## config.mk

```make
export PLATFORM = sky130hd
export DESIGN_NAME = delayed_and_stage
export DESIGN_NICKNAME = d
export VERILOG_FILES = /design/src/rtl/delayed_and_pkg.sv /design/src/rtl/delayed_and_stage_slot.sv /design/src/rtl/delayed_and_stage.sv
export SDC_FILE = /design/constraint.sdc
export NUM_CORES = 1
export LEC_CHECK = 0
export CAP_MARGIN = 20
export CORE_MARGIN = 4
export CORE_UTILIZATION = 55
export DETAILED_ROUTE_END_ITERATION = 16
export MAX_ROUTING_LAYER = met4
export PLACE_DENSITY_LB_ADDON = 0.15
export SKIP_CTS_REPAIR_TIMING = 1
export SYNTH_ARGS = -nofsm -noshare
export SYNTH_HDL_FRONTEND = slang
export SYNTH_HIERARCHICAL = 1
export SYNTH_SLANG_ARGS = --single-unit
```

## constraint.sdc

```tcl
create_clock -name clk -period 5.95 [get_ports clk]
set_clock_uncertainty 0.1 [all_clocks]
set_input_delay 1.19 -clock clk [delete_from_list [all_inputs] [get_ports clk]]
set_output_delay 1.19 -clock clk [all_outputs]
set_load 0.005 [all_outputs]
```

## src/rtl/delayed_and_pkg.sv

```systemverilog
// Shared types and helpers for the delayed AND producer stage.
package delayed_and_pkg;

  // Lifecycle of one buffer slot.
  typedef enum logic [1:0] {
    EMPTY   = 2'd0,
    WAITING = 2'd1,
    RIPE    = 2'd2
  } slot_state_e;

  // Width of the saturating stall counter.
  localparam int STALL_W = 16;

  // Slot countdown width: enough bits to hold DELAY-1, never less than one.
  function automatic int cnt_width(input int delay);
    int w;
    w = $clog2(delay);
    if (w < 1) begin
      return 1;
    end else begin
      return w;
    end
  endfunction

endpackage

```

## src/rtl/delayed_and_stage_slot.sv

```systemverilog
// One buffer slot: holds a result and counts down until it may be presented.
module delay_slot
  import delayed_and_pkg::*;
#(
  parameter int WIDTH = 1,
  parameter int DELAY = 10
) (
  input  logic             clk,
  input  logic             rst_n,
  input  logic             load,
  input  logic [WIDTH-1:0] data_in,
  input  logic             pop,
  output logic             ripe,
  output logic [WIDTH-1:0] data_out
);

  localparam int CW = cnt_width(DELAY);

  slot_state_e      state_r;
  logic [CW-1:0]    cnt_r;
  logic [WIDTH-1:0] data_r;

  // Slot FSM: capture on load, count down while waiting, release on pop.
  always_ff @(posedge clk or negedge rst_n) begin
    if (!rst_n) begin
      state_r <= EMPTY;
      cnt_r   <= '0;
      data_r  <= '0;
    end else begin
      case (state_r)
        EMPTY: begin
          if (load) begin
            data_r  <= data_in;
            cnt_r   <= CW'(DELAY - 1);
            // A single-cycle delay is ripe straight after capture.
            state_r <= (DELAY == 1) ? RIPE : WAITING;
          end else begin
            state_r <= EMPTY;
          end
        end
        WAITING: begin
          // Reaching zero on this edge makes the result presentable.
          if (cnt_r <= CW'(1)) begin
            cnt_r   <= '0;
            state_r <= RIPE;
          end else begin
            cnt_r   <= cnt_r - CW'(1);
          end
        end
        RIPE: begin
          if (pop) begin
            state_r <= EMPTY;
          end else begin
            state_r <= RIPE;
          end
        end
        default: begin
          state_r <= EMPTY;
          cnt_r   <= '0;
        end
      endcase
    end
  end

  assign ripe     = (state_r == RIPE);
  assign data_out = data_r;

endmodule

```

## src/rtl/delayed_and_stage.sv

```systemverilog
// Delayed AND producer: each accepted pair yields a & b exactly DELAY cycles later.
module delayed_and_stage
  import delayed_and_pkg::*;
#(
  parameter int WIDTH = 1,
  parameter int DELAY = 10,
  parameter int DEPTH = 4
) (
  input  logic                     clk,
  input  logic                     rst_n,
  input  logic                     in_valid,
  output logic                     in_ready,
  input  logic [WIDTH-1:0]         in_a,
  input  logic [WIDTH-1:0]         in_b,
  output logic                     out_valid,
  input  logic                     out_ready,
  output logic [WIDTH-1:0]         out_w,
  output logic [$clog2(DEPTH):0]   occupancy,
  output logic [STALL_W-1:0]       stall_cnt
);

  localparam int PW = $clog2(DEPTH);
  localparam int OW = PW + 1;

  logic [PW-1:0]      wr_ptr_r;
  logic [PW-1:0]      rd_ptr_r;
  logic [OW-1:0]      count_r;
  logic [STALL_W-1:0] stall_cnt_r;

  logic               full_s;
  logic               accept_s;
  logic               pop_s;
  logic               out_valid_s;
  logic [WIDTH-1:0]   out_w_s;
  logic [WIDTH-1:0]   and_s;
  logic [DEPTH-1:0]   load_s;
  logic [DEPTH-1:0]   pop_vec_s;
  logic [DEPTH-1:0]   ripe_s;
  logic [WIDTH-1:0]   slot_data_s [DEPTH];

  // Readiness depends only on the occupancy register, never on out_ready.
  assign full_s      = (count_r == OW'(DEPTH));
  assign accept_s    = in_valid && !full_s;
  assign out_valid_s = ripe_s[rd_ptr_r];
  assign pop_s       = out_valid_s && out_ready;
  assign and_s       = in_a & in_b;

  // Steer load to the write slot and pop to the read slot.
  always_comb begin
    load_s    = '0;
    pop_vec_s = '0;
    if (accept_s) begin
      load_s[wr_ptr_r] = 1'b1;
    end else begin
      load_s = '0;
    end
    if (pop_s) begin
      pop_vec_s[rd_ptr_r] = 1'b1;
    end else begin
      pop_vec_s = '0;
    end
  end

  for (genvar i = 0; i < DEPTH; i++) begin : g_slot
    delay_slot #(
      .WIDTH (WIDTH),
      .DELAY (DELAY)
    ) u_slot (
      .clk      (clk),
      .rst_n    (rst_n),
      .load     (load_s[i]),
      .data_in  (and_s),
      .pop      (pop_vec_s[i]),
      .ripe     (ripe_s[i]),
      .data_out (slot_data_s[i])
    );
  end

  // Head result is forced to zero whenever nothing is presentable.
  always_comb begin
    out_w_s = '0;
    if (out_valid_s) begin
      out_w_s = slot_data_s[rd_ptr_r];
    end else begin
      out_w_s = '0;
    end
  end

  // Pointer and occupancy bookkeeping; accept+pop together leaves count unchanged.
  always_ff @(posedge clk or negedge rst_n) begin
    if (!rst_n) begin
      wr_ptr_r <= '0;
      rd_ptr_r <= '0;
      count_r  <= '0;
    end else begin
      if (accept_s) begin
        wr_ptr_r <= wr_ptr_r + PW'(1);
      end else begin
        wr_ptr_r <= wr_ptr_r;
      end
      if (pop_s) begin
        rd_ptr_r <= rd_ptr_r + PW'(1);
      end else begin
        rd_ptr_r <= rd_ptr_r;
      end
      case ({accept_s, pop_s})
        2'b10:   count_r <= count_r + OW'(1);
        2'b01:   count_r <= count_r - OW'(1);
        default: count_r <= count_r;
      endcase
    end
  end

  // Saturating count of cycles where a ripe head is back-pressured.
  always_ff @(posedge clk or negedge rst_n) begin
    if (!rst_n) begin
      stall_cnt_r <= '0;
    end else if (out_valid_s && !out_ready && (stall_cnt_r != {STALL_W{1'b1}})) begin
      stall_cnt_r <= stall_cnt_r + STALL_W'(1);
    end else begin
      stall_cnt_r <= stall_cnt_r;
    end
  end

  assign in_ready  = !full_s;
  assign out_valid = out_valid_s;
  assign out_w     = out_w_s;
  assign occupancy = count_r;
  assign stall_cnt = stall_cnt_r;

endmodule

```

==> metrics.md, run 1 <==
| Metric | Value |
|---|---|
| Crit. End Element | `output port` |
| Ys Warns | `6` |
| # fillers | `418` |
| Status | `finished, final reports clean` |
| Max VDD drop | `0.279 mV` |
| Asr flop ratio synth | `100%` |
| Boundary Pins | `28` |
| Final Max Slew Viols | `0` |
| Post-route cell area | `around 3300 um2` |
| Synth area leaders | `dfrtp_1 (45%), ha_1 (7.9%), xor2_1 (4.3%), inv_1 (3.4%), nor2_1 (3.2%)` |
| Die width | `approximately 80 um` |
| Tot GR Track Use | `approximately a fifth` |
| Sequential cell area fraction in the yosys report | `between 40% and 50%` |
| EDFF count, synth | `0` |
| Nets | `327` |
| Slew headroom | `52.1%` |
| Crit share post-route | `58.6%` |
| Place WS | `2.72 ns` |
| Remaining DRCs | `0` |
| GPL Wtd Cong | `0.806` |
| Die ar. | `roughly 6400 um2` |
| Worst Tran Pin Value | `0.719 ns` |
| Vias per cell | `5.56` |
| First drt pass iteration count | `4` |
| Global route overflow | `0` |
| Antenna violations before repair | `0` |
| Most frequent cells in the layout | `dfrtp_1 (51), inv_1 (26), clkdlybuf4s50_1 (26)` |
| Wirelength per Cell | `between 10 and 15 um` |
| Fmax | `0.287 GHz` |
| Synth Flop Type | `dfrtp_1` |
| Unique cell type count in the Yosys netlist | `43` |
| Crit start category | `register` |
| Synth Area per Inst | `about 10 um2` |
| Largest net degree at the start of global routing | `52` |
| CTS root buf | `clkbuf_8` |
| 1st-iter DRT viols | `115` |
| Worst-path clk slew | `0.09 ns` |
| Clk buf depth | `2` |
| Mapped cell area | `2840 um2` |
| Total leakage power | `0.00149 uW` |
| First-pass GRT wire length | `just under 10000 um` |
| Post-DP HPWL | `3740 um` |
| Ant diodes | `0` |
| Layout cells sized above 1 | `roughly 11%` |
| Total negative setup slack | `0 ns` |
| Worst Path Max Fanout | `7` |
| Worst Path Required | `4.66 ns` |
| Top-area cell type share of the netlist area | `44.9%` |
| Via count | `2058` |
| Clock Latency Late Sink | `around 0.3 ns` |
| Hold Path Class | `reg -> reg` |
| Register bit count reported by yosys | `51` |
| Layout Area Growth over Synthesis | `14.3%` |
| Min cycle time layout | `3.48 ns` |
| Cell Rows | `25` |
| Leading cell type in the layout, fill and taps excluded | `dfrtp_1` |
| Reg area | `1280 um2` |
| DP Cell Count | `362` |
| Footprint of the multi-input gates | `1440 um2` |
| I/O Buffers | `27` |
| Setup CP Type | `reg -> out` |
| Final setup margin | `2.47 ns` |
| Core Box Area | `4880 um2` |
| Max Cap Violations | `0` |
| Post-Route WL | `around 5300 um` |
| Synth area leader | `dfrtp_1` |
| Synth Net Count | `297` |
| Non-Filler Instances | `370` |
| RSZ-0062 raised after global routing | `no` |
| Initial Util | `58.3%` |
| CTS tree | `done` |
| Final ANT Viol Nets | `0` |
| TritonCTS buffer count | `5` |
| Fin. Hold Viols | `0` |
| Area post-placement | `3170 um2` |
| # H-tree levels | `2` |
| Number of global-route vias before repair | `2118` |
| CTS sink cnt | `51` |
| Worst endpoint data arrival time | `2.19 ns` |
| Power Density | `approximately 450 nW/um2` |
| Synth Instances | `about 270` |
| Die Ht | `~80 um` |
| Final setup violation count | `0` |
metrics by stage:
stage,hold slack [ns],utilization (%),power [uW]
3_5_place_dp,0.383,64.9,1270
3_3_place_gp,0.388,64.9,1250
6_report,0.399,66.6,1460
5_1_grt,0.418,66.6,1610
4_1_cts,0.407,66.6,1480
2_1_floorplan,0.371,-,1080
logic make-up after synthesis:
group / Yosys count / share of synthesized area (%)
XOR/XNOR: 20 / 6.16
AND/OR/NAND/NOR: 93 / 18.1
multiplexers: 10 / 4.31
flip-flops: 51 / 44.9
buffers and inverters: 31 / 4.53
AO/OA/AOI/OAI: 48 / 13.4
adder cells (fa/ha/maj): 19 / 8.62
power breakdown:
part | switching [uW] | internal [uW] | total, uW
combinational | 291 | 335 | 627
clock | 110 | 82.8 | 193
sequential | 170 | 470 | 640
total | 571 | 889 | 1460
worst max-delay path, cell delays in order, from the launching register on:
cell,delay (ns)
dfrtp_1,0.44
inv_1,0.14
nor2_1,0.13
mux2_2,0.18
nor2_1,0.05
a21oi_2,0.27
and2_1,0.18
clkdlybuf4s50_1,0.50
state kept, by name (all words and copies together) (netlist names):
signal	cells
g_slot.u_slot/cnt_r	16
g_slot.u_slot/data_out	4
g_slot.u_slot/state_r	8
occupancy	3
rd_ptr_r	2
stall_cnt	16
wr_ptr_r	2
layer usage:
| metal | up-vias | part of all wire (%) | global-route usage (%) | wire length [um] |
|---|---|---|---|---|
| li1 | 1021 | - | - | - |
| met1 | 996 | 50 | 25.9 | 2610 |
| met2 | 35 | 46 | 30.1 | 2450 |
| met3 | 6 | 2.8 | 4.63 | 146 |
| met4 | 0 | 1.1 | 5.74 | 57 |
| met5 | - | 0 | - | 0 |
cell type report:
type / instances / share of cell area, %
Clock inverter: 1 / 0.154
Timing Repair Buffer: 28 / 8.39
Inverter: 26 / 3.00
Sequential cell: 51 / 39.3
Tap cell: 67 / 2.58
Clock buffer: 7 / 2.35
Multi-Input combinational cell: 190 / 44.3
synth_stat cells, drive strengths merged (5+ instances only):
cell and count:
nor3 14, mux2 8, o31ai 9, buf 5
nor2 24, o2bb2ai 5, ha 18, nand2 10
and3 10, xor2 14, a21oi 9, xnor2 6
nand3 5, o21ai 5, inv 26, dfrtp 51
final timing paths:
check                      slack, ns                        end                         from  depth (start not counted)
min in group asynchronous       0.89  g_slot[0].u_slot/cnt_r[0]                        rst_n                          2
setup reg to reg                3.35               occupancy[2]  g_slot[2].u_slot/state_r[1]                         11
hold / removal                  0.40               occupancy[2]                 occupancy[2]                          1
setup / recovery                2.47                      out_w  g_slot[2].u_slot/state_r[1]                          7
max in group asynchronous       4.44               stall_cnt[8]                        rst_n                          2
hold reg to reg                 0.40               occupancy[2]                 occupancy[2]                          1
(Power assumes the default switching activity.)
==> inputs of run 2 (changes only) <==
- CORE_UTILIZATION: 55 -> 51
- clock period: 5.95 -> 2.9 ns (I/O delays scaled with it)
==> metrics.md, run 2 (synthesis gave the netlist of run 1 again) <==
| Metric | Value |
|---|---|
| RSZ-0062 raised after global routing | `no` |
| Max Cap Violations | `0` |
| Worst r2r src | `g_slot[2].u_slot/state_r[1]` |
| Vias per cell | `5.44` |
| Total negative setup slack | `0 ns` |
| Layout cells sized above 1 | `between 10% and 20%` |
| Clock share of power | `16.3%` |
| Most frequent cells in the layout | `dfrtp_1 (51), inv_1 (26), clkdlybuf4s50_1 (26)` |
| Remaining DRCs | `0` |
| Die width | `82.7 um` |
| Via count | `2051` |
| Largest net degree at the start of global routing | `27` |
| Fin. Hold Viols | `0` |
| Post-Route WL | `5290 um` |
| R2R Setup Slk | `0.25 ns` |
| Reg-to-reg endpoint | `occupancy[2]` |
| Hold Path Class | `in -> async` |
| Setup CP Type | `reg -> out` |
| GPL Wtd Cong | `0.792` |
| Final Max Slew Viols | `0` |
| Worst Tran Pin Value | `0.719 ns` |
| Core Box Area | `5270 um2` |
| Worst Path Required | `2.22 ns` |
| Global route overflow | `0` |
| Min cycle time layout | `2.73 ns` |
| Final ANT Viol Nets | `0` |
| TritonCTS buffer count | `5` |
| Switching Fraction | `37.1%` |
| Worst endpoint data arrival time | `2.05 ns` |
| Combinational group share of total power | `43.0%` |
| Max VDD drop | `0.518 mV` |
| Leading cell type in the layout, fill and taps excluded | `dfrtp_1` |
| I/O Buffers | `27` |
| R2R cell count | `12` |
| # H-tree levels | `2` |
| Die Ht | `82.7 um` |
| Slew headroom | `52.0%` |
| Crit start category | `register` |
| Fmax | `between 0.3 and 0.4 GHz` |
| Switching power | `1160 uW` |
| Crit share post-route | `94.1%` |
| CTS sink cnt | `51` |
| Tot GR Track Use | `19.0%` |
| Power Density | `941 nW/um2` |
| Ant diodes | `0` |
| Total leakage power | `0.00153 uW` |
| Status | `finished, final reports clean` |
| Initial Util | `54.0%` |
| Boundary Pins | `28` |
| Crit. End Element | `output port` |
| Number of global-route vias before repair | `2117` |
| DP Cell Count | `367` |
| Wirelength per Cell | `14.0 um` |
| Clk buf depth | `2` |
| CTS root buf | `clkbuf_8` |
| Internal power | `1970 uW` |
| Final setup violation count | `0` |
| Antenna violations before repair | `0` |
| Cell Rows | `26` |
| Nets | `approximately 330` |
| Layout Area Growth over Synthesis | `17.2%` |
| Worst Path Max Fanout | `6` |
| First-pass GRT wire length | `9780 um` |
| Non-Filler Instances | `377` |
| Post-DP HPWL | `a little under 4000 um` |
| 1st-iter DRT viols | `113` |
| Worst-path clk slew | `0.09 ns` |
| First drt pass iteration count | `4` |
| Post-layout util | `63.2%` |
| Clock Latency Late Sink | `0.30 ns` |
| Die ar. | `a little under 7000 um2` |
| CTS tree | `done` |
| Sequential power share | `40.7%` |
run 2: cell count changes in the layout (fill, tap and decap cells not counted), sizes merged:
cell    previous run  this run
clkbuf             7         6
bufinv             0         1
buf                2         6
run 2: cell type report:
cell class / instances / area (um2)
Clock buffer: 6 / 82.6
Fill cell: 452 / 1940
Multi-Input combinational cell: 190 / 1440
Tap cell: 70 / 87.6
Inverter: 26 / 97.6
Sequential cell: 51 / 1280
Timing Repair Buffer: 32 / 315
Clock inverter: 2 / 35.0
run 2: layer usage:
| metal | global-route usage (%) | routed length [um] | vias up |
|---|---|---|---|
| li1 | - | - | 1028 |
| met1 | 24.7 | 2560 | 989 |
| met2 | 30.5 | 2510 | 29 |
| met3 | 3.25 | 165 | 5 |
| met4 | 5.88 | 56 | 0 |
| met5 | - | 0 | - |
run 2: critical path, stage by stage, from the launching register on:
cell and delay, ns:
dfrtp_1 0.45, inv_1 0.13, nor2_1 0.14, mux2_2 0.18, nor2_1 0.05, a21oi_2 0.16
and2_1 0.15, clkdlybuf4s50_1 0.49
run 2: how the worst max path moves through the flow:
stage                                            from      endpoint  slack, ns
after floorplan           g_slot[2].u_slot/state_r[1]  occupancy[2]       0.54
after global placement                       in_valid  occupancy[2]       0.36
after detailed placement                     in_valid  occupancy[2]       0.32
after CTS                 g_slot[2].u_slot/state_r[1]         out_w       0.03
after global routing      g_slot[2].u_slot/state_r[1]         out_w       0.02
final                     g_slot[2].u_slot/state_r[1]         out_w       0.17
run 2: power groups by stage:
stage	combinational (uW)	sequential, uW	clock (uW)
finish	1350	1280	510
floorplan	1020	1200	0
global placement	1310	1280	0
detailed placement	1340	1290	0
global route	1560	1330	567
CTS	1340	1280	527
run 2: per-stage QoR:
step / setup WS, ns / total power, uW / area (um2) / hold slack (ns)
after floorplan: 0.538 / 2220 / 2840 / 0.184
after global placement: 0.365 / 2590 / 3200 / 0.386
after detailed placement: 0.322 / 2630 / 3200 / 0.390
after CTS: 0.0286 / 3150 / 3320 / 0.207
after global routing: 0.0218 / 3460 / 3330 / 0.225
final: 0.172 / 3140 / 3330 / 0.189
